## src/rtl/dm_pkg.sv

```systemverilog
`default_nettype none
// +------------------------------------------------------------------+
// | Module  : dm_pkg                                                 |
// | Brief   : Shared types, defaults and preload table for data_mem  |
// | Revision: 1.0                                                    |
// +------------------------------------------------------------------+
package dm_pkg;

  localparam int DM_DW        = 16;
  localparam int DM_DEPTH     = 256;
  localparam int DM_PRELOAD_N = 5;

  typedef enum logic [1:0] {
    ST_CLEAR = 2'd0,
    ST_LOAD  = 2'd1,
    ST_RUN   = 2'd2
  } dm_state_e;

  function automatic logic [15:0] dm_preload_addr(input logic [2:0] idx);
    case (idx)
      3'd0:    return 16'd0;
      3'd1:    return 16'd2;
      3'd2:    return 16'd4;
      3'd3:    return 16'd6;
      3'd4:    return 16'd8;
      default: return 16'd0;
    endcase
  endfunction

  function automatic logic [7:0] dm_preload_val(input logic [2:0] idx);
    case (idx)
      3'd0:    return 8'd100;
      3'd1:    return 8'd43;
      3'd2:    return 8'd6;
      3'd3:    return 8'd58;
      3'd4:    return 8'd77;
      default: return 8'd0;
    endcase
  endfunction

endpackage
`default_nettype wire

```

## src/rtl/dm_ram.sv

```systemverilog
`default_nettype none
// +------------------------------------------------------------------+
// | Module  : dm_ram                                                 |
// | Brief   : Single-port RAM, byte-enable write, registered read    |
// | Revision: 1.0                                                    |
// +------------------------------------------------------------------+
module dm_ram #(
  parameter int DW    = 16,
  parameter int DEPTH = 256,
  parameter int AW    = 8
) (
  input  logic            clk,
  input  logic            we_i,
  input  logic            re_i,
  input  logic [DW/8-1:0] be_i,
  input  logic [AW-1:0]   addr_i,
  input  logic [DW-1:0]   wdata_i,
  output logic [DW-1:0]   rdata_o
);

  logic [DW-1:0] mem_q [DEPTH];
  logic [DW-1:0] rdata_q;

  always_ff @(posedge clk) begin
    if (we_i) begin
      for (int i = 0; i < DW/8; i++) begin
        if (be_i[i]) mem_q[addr_i][8*i +: 8] <= wdata_i[8*i +: 8];
      end
    end
    // Read register only moves on a read so the last read value is held.
    if (re_i) rdata_q <= mem_q[addr_i];
  end

  assign rdata_o = rdata_q;

endmodule
`default_nettype wire

```

## src/rtl/data_mem_ctrl.sv

```systemverilog
`default_nettype none
// +------------------------------------------------------------------+
// | Module  : data_mem_ctrl                                          |
// | Brief   : Clear/preload init FSM plus 1-cycle request port       |
// | Revision: 1.0                                                    |
// +------------------------------------------------------------------+
module data_mem_ctrl
  import dm_pkg::*;
#(
  parameter int DW         = DM_DW,
  parameter int DEPTH      = DM_DEPTH,
  parameter int PRELOAD_EN = 1
) (
  input  logic            clk,
  input  logic            rst,
  input  logic            req_valid,
  output logic            req_ready,
  input  logic            req_wen,
  input  logic [15:0]     req_addr,
  input  logic [DW/8-1:0] req_be,
  input  logic [DW-1:0]   req_wdata,
  output logic            rsp_valid,
  output logic [DW-1:0]   rsp_rdata,
  output logic            rsp_err,
  output logic            init_busy
);

  localparam int AW = (DEPTH > 1) ? $clog2(DEPTH) : 1;

  dm_state_e state_q, state_d;
  logic [16:0] cnt_q, cnt_d;

  logic            accept;
  logic            in_range;
  logic [15:0]     pl_addr;
  logic [7:0]      pl_val;
  logic            ram_we, ram_re;
  logic [DW/8-1:0] ram_be;
  logic [AW-1:0]   ram_addr;
  logic [DW-1:0]   ram_wdata, ram_rdata;
  logic            rsp_valid_q, rsp_err_q, rsp_rd_q;

  assign init_busy = (state_q != ST_RUN);
  assign req_ready = (state_q == ST_RUN);
  assign accept    = req_valid & req_ready;
  assign in_range  = ({1'b0, req_addr} < 17'(DEPTH));
  assign pl_addr   = dm_preload_addr(cnt_q[2:0]);
  assign pl_val    = dm_preload_val(cnt_q[2:0]);

  always_ff @(posedge clk) begin
    if (rst) begin
      state_q <= ST_CLEAR;
      cnt_q   <= '0;
    end else begin
      state_q <= state_d;
      cnt_q   <= cnt_d;
    end
  end

  always_comb begin
    state_d = state_q;
    cnt_d   = cnt_q;
    case (state_q)
      ST_CLEAR: begin
        if (cnt_q == 17'(DEPTH - 1)) begin
          cnt_d   = '0;
          state_d = (PRELOAD_EN != 0) ? ST_LOAD : ST_RUN;
        end else begin
          cnt_d = cnt_q + 17'd1;
        end
      end
      ST_LOAD: begin
        if (cnt_q == 17'(DM_PRELOAD_N - 1)) begin
          cnt_d   = '0;
          state_d = ST_RUN;
        end else begin
          cnt_d = cnt_q + 17'd1;
        end
      end
      default: state_d = ST_RUN;
    endcase
  end

  // Init engine owns the RAM port until RUN; then the request port does.
  always_comb begin
    ram_we    = 1'b0;
    ram_re    = 1'b0;
    ram_be    = '0;
    ram_addr  = '0;
    ram_wdata = '0;
    case (state_q)
      ST_CLEAR: begin
        ram_we   = 1'b1;
        ram_be   = '1;
        ram_addr = cnt_q[AW-1:0];
      end
      ST_LOAD: begin
        ram_we    = ({1'b0, pl_addr} < 17'(DEPTH));
        ram_be    = '1;
        ram_addr  = pl_addr[AW-1:0];
        ram_wdata = DW'(pl_val);
      end
      default: begin
        ram_we    = accept & req_wen & in_range;
        ram_re    = accept & ~req_wen & in_range;
        ram_be    = req_be;
        ram_addr  = req_addr[AW-1:0];
        ram_wdata = req_wdata;
      end
    endcase
  end

  dm_ram #(
    .DW    (DW),
    .DEPTH (DEPTH),
    .AW    (AW)
  ) u_ram (
    .clk     (clk),
    .we_i    (ram_we),
    .re_i    (ram_re),
    .be_i    (ram_be),
    .addr_i  (ram_addr),
    .wdata_i (ram_wdata),
    .rdata_o (ram_rdata)
  );

  always_ff @(posedge clk) begin
    if (rst) begin
      rsp_valid_q <= 1'b0;
      rsp_err_q   <= 1'b0;
      rsp_rd_q    <= 1'b0;
    end else begin
      rsp_valid_q <= accept;
      if (accept) begin
        rsp_err_q <= ~in_range;
        rsp_rd_q  <= ~req_wen & in_range;
      end
    end
  end

  assign rsp_valid = rsp_valid_q;
  assign rsp_err   = rsp_err_q;
  assign rsp_rdata = rsp_rd_q ? ram_rdata : '0;

endmodule
`default_nettype wire

```

## config.mk

```make
export PLATFORM = sky130hd
export DESIGN_NAME = data_mem_ctrl
export DESIGN_NICKNAME = d
export VERILOG_FILES = /design/src/rtl/dm_pkg.sv /design/src/rtl/dm_ram.sv /design/src/rtl/data_mem_ctrl.sv
export SDC_FILE = /design/constraint.sdc
export NUM_CORES = 2
export LEC_CHECK = 0
export BUFFER_PORTS_ARGS = -buffer_cell sky130_fd_sc_hd__buf_2
export CORE_MARGIN = 2
export CORE_UTILIZATION = 40
export CTS_CLUSTER_DIAMETER = 40
export CTS_CLUSTER_SIZE = 40
export DETAILED_ROUTE_END_ITERATION = 8
export GPL_ROUTABILITY_DRIVEN = 0
export HOLD_SLACK_MARGIN = 0.03
export PLACE_DENSITY = 0.58
export SYNTH_ARGS = -nofsm -noshare
export SYNTH_HDL_FRONTEND = slang
export SYNTH_SLANG_ARGS = --single-unit
```

## constraint.sdc

```tcl
create_clock -name clk -period 16.9 [get_ports clk]
set_input_delay 0 -clock clk [delete_from_list [all_inputs] [get_ports clk]]
set_output_delay 0 -clock clk [all_outputs]
set_load 0.02 [all_outputs]
```

# Yosys cells after proc, flatten, opt, wreduce, memory -nomap -nowiden
# Memories as Yosys holds them, arrays and structs flattened. A register that Yosys moved wholly into a read port is not among the register bits.
# Index checks and enable logic that the tools add are counted.
dict set report classes {
  n_addsub 1
  order_cmp 2
  n_eq_ne 11
  muxes 20
  n_bitwise 8
  n_reduce_logical 5
}
# operator count
set op_table {}
lappend op_table {{$pmux W7 S5} 1}
lappend op_table {{$mux W17} 2}
lappend op_table {{$pmux W17 S2} 1}
lappend op_table {{$lt A16 B9 Y1 const B} 2}
lappend op_table {{$pmux W16 S2} 1}
lappend op_table {{$add A17 B1 Y17 const B} 1}
lappend op_table {{$eq A17 B3 Y1 const B} 1}
lappend op_table {{$eq A17 B8 Y1 const B} 1}
lappend op_table {{$mux W16} 1}
lappend op_table {{$pmux W4 S4} 1}
lappend op_table {{$pmux W8 S2} 1}
lappend op_table {{$mux W1} 7}
lappend op_table {{$and A1 B1 Y1} 6}
lappend op_table {{$eq A3 B2 Y1 const B} 2}
lappend op_table {{$mux W2} 3}
lappend op_table {{$ne A2 B2 Y1 const B} 3}
lappend op_table {{$pmux W2 S2} 1}
lappend op_table {{$eq A3 B1 Y1 const B} 1}
lappend op_table {{$eq A3 B3 Y1 const B} 1}
lappend op_table {{$logic_not A3 Y1} 1}
lappend op_table {{$eq A2 B1 Y1 const B} 1}
lappend op_table {{$eq A2 B2 Y1 const B} 1}
lappend op_table {{$logic_not A2 Y1} 1}
lappend op_table {{$not A1 Y1} 2}
lappend op_table {{4 further kinds} 4}
dict set report word_totals {
  register_bits 22
  ramBits 4096
  inputBits 38
  output_inout_bits 20
  word_cells 53
  mem_count 1
}
# name depth word_bits rd rd_clocked_by_memory_dff wr line_no
set mem_list {}
lappend mem_list {u_ram.mem_q 256 16 1 1 1 dm_ram.sv:21} ;# logic [DW-1:0] mem_q [DEPTH];

# Longest topological paths before layout
dict set report depth {
  ltp_word 7
  ltp_mapped 16
  depth_no_buf 11
}

# Modules after synthesis
# From an unflattened synthesis, not the netlist that was laid out.
dict set report unflattened {
  hier_cells 7248
  area_unflattened_um2 158449.5
}
# mod instances cells_per_inst area_each_um2
set modules_own_cells {}
lappend modules_own_cells {dm_ram 1 7036 156854.2}
lappend modules_own_cells {data_mem_ctrl 1 212 1595.3}

# Worst setup path before layout
# Ideal clock, no wire load.
dict set report synth_path {
  kind {register to register}
  startpoint {register state_q[1]}
  endpoint {memory u_ram.mem_q[0][3] (data pin)}
  setup_time_ps 2188
  arrival_ps 11113
  required_ps 14712
  path_slack_ps 3600
  path_stages_with_launch 7
  path_buffers 5
  path_cell_list {dfxtp_1 buf_4 buf_6 buf_2 buf_1 clkbuf_1 o21ai_0}
}
dict set report synth_via {
  elab_chain_len 2
  elab_cells_between_ends 3
  classes_between {eq/ne: 1; mux: 1; reduce/logical: 1}
}
# item line_no
set synth_rtl {}
lappend synth_rtl {{start, declared} data_mem_ctrl.sv:30} ;# dm_state_e state_q, state_d;
lappend synth_rtl {{start signal, assigned} data_mem_ctrl.sv:55} ;# state_q <= state_d;
lappend synth_rtl {{$eq A2 B1 Y1 or $logic_not A2 Y1 (tied branches)} data_mem_ctrl.sv:91} ;# case (state_q)
lappend synth_rtl {{$pmux W16 S2 *} data_mem_ctrl.sv:91}
lappend synth_rtl {{via ram_wdata[3]} data_mem_ctrl.sv:40} ;# logic [DW-1:0] ram_wdata, ram_rdata;
lappend synth_rtl {{end, declared} dm_ram.sv:21}
# Mark *: on every way through the listed nets, which the timed path passes. The rest lies on a longest branch.

# Worst setup path in the final report
dict set report layout_path {
  startpoint {register state_q[1]}
  endpoint {register u_ram.rdata_q[3], in the netlist u_ram.rdata_o[3] (read register of u_ram.mem_q) (data pin)}
}
dict set report layout_via {
  elab_chain_len 5
  elab_cells_between_ends 9
  classes_between {eq/ne: 2; mux: 2; bitwise: 3; reduce/logical: 2}
}
# item line_no
set layout_rtl {}
lappend layout_rtl {{$eq A2 B2 Y1} data_mem_ctrl.sv:44} ;# assign req_ready = (state_q == ST_RUN);
lappend layout_rtl {{$and A1 B1 Y1} data_mem_ctrl.sv:45} ;# assign accept = req_valid & req_ready;
lappend layout_rtl {{$and A1 B1 Y1 (2 in a row)} data_mem_ctrl.sv:105} ;# ram_re = accept & ~req_wen & in_range;
lappend layout_rtl {{$mux W1} data_mem_ctrl.sv:91}
lappend layout_rtl {{end, declared} dm_ram.sv:22} ;# logic [DW-1:0] rdata_q;
# Several ways; a longest one is shown, not always the timed one.
# A chain may end at the register's enable or synchronous reset.

==> qor.csv <==
stage,metric,value,unit
place,Buffers on Ports,57,
min_path,cell count of the worst hold path,3,
global_routing,number of global-route vias before repair,99000,
setup_path,Worst Path Required,17750,ps
timing,unrepaired setup endpoints after global routing,no,
setup_path,"reg-to-reg slack, setup",8440,ps
die,DIE HEIGHT,643,um
die,row count,234,
detailed_routing,vias per cell,5.95,
pwr,sequential power share,48.0,%
pwr,sw power,5.45,mW
finish,P&R area growth vs syn,14.0,%
timing,Rel. slew slack,5.46,%
global_routing,first-pass GRT wire length,716,mm
pwr,leakage,58.2,nW
timing,crit path time final,8460,ps
pwr,Pwr Total,23.2,mW
clocking,CTS tree,done,
yosys,post-synth top area cell,edfxtp_1,
global_routing,Overall Global Routing Usage,23.5,%
place,DP Wirelength,296,mm
clocking,CTS buffer count,481,
timing,Clock Skews,100,ps
finish,"most common cell after layout, fill and taps aside",edfxtp_1,
finish,layout cell share with drive strength beyond 1,12.1,%
setup_path,reg2reg path depth,16,
place,area post-placement,169000,um2
die,Initial Utilization,40.2,%
detailed_routing,Pre-antenna DRT Iters,6,
setup_path,Crit path largest cell delay,950,ps
setup_path,most frequent CP cell,buf_4,
timing,Max Clk Rate,0.118,GHz
die,DIE WIDTH,643,um
setup_path,Setup crit end kind,flip-flop,
detailed_routing,DRC viols,0,
detailed_routing,via count,103000,
yosys,syn avg cell area,14.3,um2
pwr,sw frac,23.5,%
timing,post-route setup TNS,0,ps
clocking,Clock Latency Late Sink,1070,ps
timing,crit share post-route,50.1,%
finish,Final Cell Area,186000,um2
yosys,Synth Instances,11400,
yosys,ys flop type,edfxtp_1,
finish,most frequent cells in the layout,"4112 x edfxtp_1, 2079 x nand2_1, 709 x nor2_1, 621 x nand3_1, 546 x a21oi_1",
yosys,library cells used by synthesis,81,
yosys,Syn Nets,11500,
global_routing,largest net degree at the start of global routing,204,
clocking,deepest clock path buffer count,4,
yosys,main area contributors after synthesis,"edfxtp_1 76%, nand2_1 4.8%, nand3_1 2.0%",
detailed_routing,Antenna Nets Post-Route,0,
timing,Hold WS,105,ps
pwr,"IR drop worst, VDD",0.114,mV
yosys,Synth Cell Area,163000,um2
detailed_routing,Routed WL per cell,29.2,um
timing,max-slew violations,0,
setup_path,"Slowest-stage cell, CP",buf_4,
place,Place WS,8620,ps
yosys,"Async S/R FF share, synth",0,%
die,full die area,414000,um2
setup_path,worst-path cell chain,buf_4 -> nand2b_4 -> nand2_2 -> buf_4 -> a21o_4 -> buf_4 -> buf_4 -> buf_4 -> buf_4 -> buf_4 -> nand2_1 -> a32oi_1 -> o311ai_0 -> o21ai_0 -> o21ai_0 -> nand4_1,
timing,Final setup viols,0,
pwr,cell-internal power,17.7,mW
clocking,Sink Count,4134,
pwr,Clk pwr share,46.6,%
min_path,type of the most critical hold path,input pin to flip-flop,
clocking,clock root cell,clkbuf_16,
finish,nets,11400,
timing,final worst slack,8440,ps
setup_path,Critical R2R Capture,u_ram.rdata_o[3],
detailed_routing,DR iter-0 viols,12900,
detailed_routing,final wirelength,504,mm
setup_path,critical path arrival,9320,ps
setup_path,Crit path depth,16,
global_routing,total gr overflow,0,
setup_path,largest fanout on the critical path,98,
die,Core Region,407000,um2
yosys,"FF+latch count, synth",4134,
timing,"Hold Vio Cnt, Final",0,
yosys,yosys warns,0,
setup_path,Worst Path Buf+Inv,7,
yosys,Post-synth EDFFs,4112,
yosys,top cell type's share of synthesized area,75.5,%
pwr,Logic pwr share,5.4,%
clocking,H-tree levels,5,
setup_path,CP Launch Point,state_q[1],
clocking,clock slew seen by the registers of the worst setup and hold paths,60,ps
timing,Least-Margin Pin Slew,1420,ps
setup_path,critical path class,flip-flop to flip-flop,
job,# Max-Cap Violations,0,
setup_path,worst r2r src,state_q[1],
die,io pins,58,
status,status,finished clean,
pwr,Power Density,124,nW/um2
setup_path,startpoint types,flip-flop,
setup_path,crit-path leading delay family,buffers and inverters,
global_routing,initial antenna violation count,26,
setup_path,CP endpoint,u_ram.rdata_o[3],
yosys,post-synthesis sequential area ratio,75.8,%
-- metrics by stage --
step	instances	util [%]
2_1_floorplan	11400	-
3_3_place_gp	16300	41.6
3_5_place_dp	16300	41.6
4_1_cts	17200	45.8
5_1_grt	17200	45.8
6_report	17200	45.8
-- area by class of cell --
| class | count | area, um2 |
|---|---|---|
| Tap cell | 5428 | 6790 |
| Clock inverter | 389 | 4450 |
| Antenna cell | 19 | 47.5 |
| Sequential cell | 4134 | 124000 |
| Multi-Input combinational cell | 6388 | 36300 |
| Fill cell | 35100 | 220000 |
| Clock buffer | 516 | 12300 |
| Inverter | 87 | 327 |
| Timing Repair Buffer | 276 | 2210 |
-- worst reg2reg max path: cells and delay by family, from the launching register on --
family,cells,cell delay [ps]
flip-flops,1,310
buffers and inverters,7,5420
AO/OA/AOI/OAI,5,1460
AND/OR/NAND/NOR,4,1130
-- worst min-delay path by stage --
stage / start / end
floorplan: req_valid / rsp_valid
global placement: req_valid / rsp_err
detailed placement: req_valid / rsp_err
CTS: req_wdata[13] / u_ram.mem_q[120][13]
global route: req_wdata[13] / u_ram.mem_q[120][13]
finish: req_wdata[13] / u_ram.mem_q[120][13]
-- registers in the layout, summed over array words and instances, names as in the netlist --
name	cells
rsp_err	1
u_ram.mem_q	4096
rsp_rd_q	1
rsp_valid	1
cnt_q	17
u_ram.rdata_o	16
state_q	2
-- per-layer routing --
layer	routed length, um	track usage [%]	part of all wire [%]
met1	198000	31.3	39
met2	239000	38.0	47
met3	44000	4.22	8.7
met4	22900	9.88	4.5
met5	87	0	0.017
-- power by group through the flow --
stage	Clock, mW	Sequential, mW	Combinational [mW]
floorplan	0	11.3	0.822
finish	10.8	11.1	1.26
global placement	0	11.3	1.23
global route	11.3	11.1	1.34
CTS	10.9	11.1	1.25
detailed placement	0	11.3	1.24
-- synthesized netlist by cell type (all sizes together), types with 152 or more instances --
cell type	n
nor2	725
a21oi	547
buf	379
clkbuf	450
a211oi	346
o22ai	158
nand2	2088
edfxtp	4112
mux2i	152
nand4	241
a31oi	236
nand3	637
-- what timing repair did --
item / 4_1_cts / 5_1_grt
hold buffers: 26 / 0
resized for setup: 0 / 0
setup buffers: 0 / 0
hold endpoints to repair: 791 / 0
setup endpoints to repair: 0 / 0
-- cells by family (layout without fill, tap and decap cells) --
logic type,Yosys count,in the layout,share of synthesized area [%]
AOI/OAI and AO/OA,2088,2088,8.81
xor gates and xnor gates,15,15,0.0804
adders and majority gates,5,5,0.0383
buffers and inverters,916,1268,2.34
DFF,4134,4134,75.8
muxes,339,339,2.66
other,0,19,0
and+or+nand+nor,3941,3941,10.3
(Power assumes the default switching activity.)
